===== config.mk =====
export PLATFORM = sky130hd
export DESIGN_NAME = sar_search
export DESIGN_NICKNAME = d
export VERILOG_FILES = /design/src/rtl/sar_pkg.sv /design/src/rtl/sar_search.sv
export SDC_FILE = /design/constraint.sdc
export NUM_CORES = 1
export LEC_CHECK = 0
export ABC_AREA = 1
export CORE_ASPECT_RATIO = 1.75
export CORE_UTILIZATION = 45
export CTS_BUF_LIST = sky130_fd_sc_hd__clkbuf_2
export CTS_CLUSTER_DIAMETER = 200
export DETAILED_ROUTE_END_ITERATION = 6
export PLACE_DENSITY = 0.75
export SLEW_MARGIN = 15
export SYNTH_ARGS = -nofsm -noshare
export SYNTH_HDL_FRONTEND = slang
export SYNTH_SLANG_ARGS = --single-unit
export TNS_END_PERCENT = 50

===== constraint.sdc =====
create_clock -name i_clk -period 1.8 [get_ports i_clk]
set_input_delay 0.18 -clock i_clk [delete_from_list [all_inputs] [get_ports i_clk]]
set_output_delay 0.18 -clock i_clk [all_outputs]
set_load 0.05 [all_outputs]

===== src/rtl/sar_pkg.sv =====
// Shared types for the successive-approximation search controller.
package sar_pkg;
   typedef enum logic [1:0] {
      IDLE  = 2'd0,
      TRIAL = 2'd1,
      DONE  = 2'd2
   } sar_state_t;
endpackage


===== src/rtl/sar_search.sv =====
// Binary-search controller: drives a trial value to an external comparator and
// resolves one bit per TRIAL cycle, MSB first, from the returned ge answer.
module sar_search
   import sar_pkg::*;
#(
   parameter int N = 8
) (
   input  logic         i_clk,
   input  logic         i_reset,
   input  logic         i_start,
   input  logic         i_ge,
   output logic [N-1:0] o_guess,
   output logic         o_busy,
   output logic         o_done,
   output logic [N-1:0] o_result
);

   localparam int IW = $clog2(N);

   sar_state_t       r_state;
   logic [IW-1:0]    r_idx;
   logic [N-1:0]     r_guess;
   logic [N-1:0]     r_result;
   logic             r_busy;
   logic             r_done;

   sar_state_t       w_state_nxt;
   logic [IW-1:0]    w_idx_nxt;
   logic [N-1:0]     w_guess_nxt;
   logic [N-1:0]     w_result_nxt;
   logic             w_busy_nxt;
   logic             w_done_nxt;
   logic [N-1:0]     w_trial_guess;
   logic [N-1:0]     w_msb;

   assign w_msb = {1'b1, {(N-1){1'b0}}};

   // State and datapath registers; busy/done are registered from the next state.
   always_ff @(posedge i_clk) begin
      if (i_reset) begin
         r_state  <= IDLE;
         r_idx    <= '0;
         r_guess  <= '0;
         r_result <= '0;
         r_busy   <= 1'b0;
         r_done   <= 1'b0;
      end else begin
         r_state  <= w_state_nxt;
         r_idx    <= w_idx_nxt;
         r_guess  <= w_guess_nxt;
         r_result <= w_result_nxt;
         r_busy   <= w_busy_nxt;
         r_done   <= w_done_nxt;
      end
   end

   // Next-state logic.
   always_comb begin
      w_state_nxt = r_state;
      case (r_state)
         IDLE: begin
            if (i_start) begin
               w_state_nxt = TRIAL;
            end else begin
               w_state_nxt = IDLE;
            end
         end
         TRIAL: begin
            if (r_idx == '0) begin
               w_state_nxt = DONE;
            end else begin
               w_state_nxt = TRIAL;
            end
         end
         DONE:    w_state_nxt = IDLE;
         default: w_state_nxt = IDLE;
      endcase
   end

   // Trial bit resolution: keep or clear the current bit, then arm the next lower one.
   always_comb begin
      w_trial_guess        = r_guess;
      w_trial_guess[r_idx] = i_ge;
      if (r_idx != '0) begin
         w_trial_guess[r_idx - IW'(1)] = 1'b1;
      end else begin
         w_trial_guess = w_trial_guess;
      end
   end

   // Datapath and output next values.
   always_comb begin
      w_idx_nxt    = r_idx;
      w_guess_nxt  = r_guess;
      w_result_nxt = r_result;
      case (r_state)
         IDLE: begin
            if (i_start) begin
               w_guess_nxt = w_msb;
               w_idx_nxt   = IW'(N-1);
            end else begin
               w_guess_nxt = '0;
               w_idx_nxt   = r_idx;
            end
         end
         TRIAL: begin
            w_guess_nxt = w_trial_guess;
            if (r_idx != '0) begin
               w_idx_nxt = r_idx - IW'(1);
            end else begin
               w_result_nxt = w_trial_guess;
            end
         end
         DONE: begin
            w_guess_nxt = '0;
         end
         default: begin
            w_guess_nxt = '0;
            w_idx_nxt   = '0;
         end
      endcase
      w_busy_nxt = (w_state_nxt == TRIAL);
      w_done_nxt = (w_state_nxt == DONE);
   end

   assign o_guess  = r_guess;
   assign o_busy   = r_busy;
   assign o_done   = r_done;
   assign o_result = r_result;

endmodule


==> results.yml <==
cells_and_area:
  area_used_by_multi_input_combinational_logic_sq_um: 528.0
  layout-area-overhead-vs-synth_pct: 20.50
  post-route-util: 0.5859
  most_common_cell_after_layout_fill_and_taps_aside: "sky130_fd_sc_hd__nand2_1"
  post_route_cells_drive_above_1_share: 0.1123
  layout_common_cells: "sky130_fd_sc_hd__nand2_1 (38), sky130_fd_sc_hd__inv_1 (24), sky130_fd_sc_hd__dfxtp_1 (23), sky130_fd_sc_hd__clkdlybuf4s50_1 (21)"
  antenna_cells: 0
  layout.area.seq_sq_um: 460.4
  layout.nets: 194
  fill_cells: 233
  finish.instance_area_sq_um: 1383
placement:
  buffer_ports.inserted: 21
  preCtsSetupSlack_ns: 0.2936
  place_congestion: 0.8691
  hpwlAfterDp_um: 1850
  placedInstanceArea_sq_um: 1363
sta:
  report.final.setup_viol: 0
  finalHoldViolCount: 0
  timing.max_slew.rel_slack: 0.6629
  finalWorstPathRequiredPeriod_ns: 1.750
  grt_setup_unrepaired: "no"
  fmaxAchievable_mhz: 571.4
  max_slew.worst_pin.slew_ns: 0.5040
  setup_tns_ns: 0
  final.setup_skew_ns: 0.01346
  final_min_period_over_clock_period: 0.9722
  timing_max_transition_violations_final: 0
  whs_ns: 0.4578
  post-route-worst-setup-slack_ns: 0.05004
floorplan:
  die_h_um: 68.80
  die-area_sq_um: 2764
  placement_rows: 23
  io_pins: 22
  floorplan.initialDensity: 0.4862
  core_sq_um: 2360
  dieWidth_um: 40.17
synthesis:
  netlist_area_sq_um: 1147
  mappedNetlistNets: 170
  yosysWarningCount: 0
  ys_seq_area_frac: 0.4013
  synth_cells: 164
  avgSynthCellArea_sq_um: 6.996
  synth.lib_cells_used.distinct: 21
  flip_flop_and_latch_count_after_synthesis: 23
setup_path:
  sequence_of_cells_on_the_critical_path: "clkdlybuf4s50_1"
  worstPathArrival_ns: 1.57
  crit_path_max_incr_delay_ns: 0.82
  worst_path_dominant_cell_family: "buffers and inverters"
  worst-path-max-fanout: 2
  setup.worst_path.class: "flip-flop to primary output"
  critical_path.startpoint_type: "flip-flop"
  worst_path_max_delay_cell: "sky130_fd_sc_hd__clkdlybuf4s50_1"
  timing.rr.start: "r_idx[1]$_SDFFE_PP0P_"
  r2r_setup_slack_ns: 0.24
  critical_path.endpoint_type: "primary output"
  worst_r2r_endpoint: "r_idx[0]$_SDFFE_PP0P_"
  path_buf_inv: 1
  worst_r2r_path_depth: 9
  timing.critical_path.required_ns: 1.62
pwr:
  static-leakage-power_nw: 0.6177
  power_density_of_the_placed_cells_nw_per_um2: 1077
  vdd_ir_drop_max_mv: 0.6641
clocking:
  post-cts-setup-buffer-count: 0
  clk-insertion-delay-late_ns: 0.34
  postCtsHoldBufs: 0
  deepest_clock_path_buffer_count: 2
  cts_tree: "yes"
  clk_pin_slew_worst_paths_ns: 0.22
  number_of_gates_resized_after_cts: 0
  cts_buffers: 3
  cts_root_buf: "sky130_fd_sc_hd__clkbuf_2"
  clkSinkCount: 23
  ctsHtreeMaxLevel: 1
global_routing:
  globalRoute.totalOverflow: 0
  antenna_found_initial: 0
  grt_max_degree: 16
  grtUsageTotal: 0.2073
  first_global_vias: 934
  grt_pass1_wl_um: 3939
detailed_routing:
  wl_per_cell_um: 11.34
  first_pass_iters: 4
  via_per_inst: 5.014
  antenna_left: 0
  wirelength_routed_um: 2404
  num_vias: 1063
  drc: 0
  initialDrtViolationCount: 24
worst_hold_path:
  hold_start: "i_start"
  min_path_type: "input port to flip-flop"
  whs_endpoint: "o_guess[7]$_SDFF_PP0_"
  holdPathStages: 3
run:
  maxCapViolations: 0
status:
  result_of_the_run: "complete, no violations"
[how the worst max path moves through the flow]
stage | from | to | depth (start not counted)
after CTS | o_result[4]$_SDFFE_PP0N_ | o_result[4] | 1
after global routing | o_result[4]$_SDFFE_PP0N_ | o_result[4] | 1
after floorplan | r_idx[0]$_SDFFE_PP0P_ | o_result[4]$_SDFFE_PP0N_ | 12
final | o_result[4]$_SDFFE_PP0N_ | o_result[4] | 1
after global placement | r_idx[1]$_SDFFE_PP0P_ | o_guess[7]$_SDFF_PP0_ | 7
after detailed placement | r_idx[1]$_SDFFE_PP0P_ | o_result[0]$_SDFFE_PP0N_ | 10
[where the power goes]
| part | internal, mW | switching (mW) |
|---|---|---|
| logic | 0.213 | 0.441 |
| registers | 0.569 | 0.0518 |
| clock network | 0.0587 | 0.156 |
[registers in the layout (all words and copies together), names as in the netlist]
register / flops
o_busy: 1
o_done: 1
o_guess: 8
o_result: 8
r_idx: 3
r_state: 2
[per-layer routing]
metal  vias to the layer above  track usage  share of wire
li1                        561            -              -
met1                       474       0.2425           0.43
met2                        24       0.3569           0.51
met3                         4      0.01923          0.036
met4                         0       0.1042          0.016
met5                         -            0              0
[final cells by class]
class                           instances  share of cell area
Clock buffer                            4             0.01448
Inverter                               28             0.08507
Multi-Input combinational cell        109              0.3819
Sequential cell                        23              0.3330
Tap cell                               25             0.02262
Timing Repair Buffer                   23              0.1629
[synth_stat cells, drive strengths merged]
master / instances / area [sq um]
inv: 28 / 117.6
nor3: 2 / 10.01
nand3: 18 / 90.09
ha: 2 / 25.02
clkbuf: 1 / 3.750
o21ai: 8 / 40.04
nand4: 1 / 6.260
buf: 3 / 37.53
nor2: 24 / 110.1
a21oi: 12 / 63.81
dfxtp: 23 / 460.4
nand2: 42 / 182.7
[cells by family after synthesis]
kind of cell    after synthesis  share of synthesized area
simple gates                 87                     0.3479
buf+inv                      32                     0.1385
flops                        23                     0.4013
fa+ha+maj                     2                    0.02181
compound gates               20                    0.09051
[per-stage QoR]
step / total power [mW] / std cells
CTS: 1.493 / 212
global placement: 1.273 / 208
finish: 1.490 / 212
floorplan: 1.142 / 164
detailed placement: 1.282 / 208
global route: 1.582 / 212
Power figures use the tool's default switching activity.
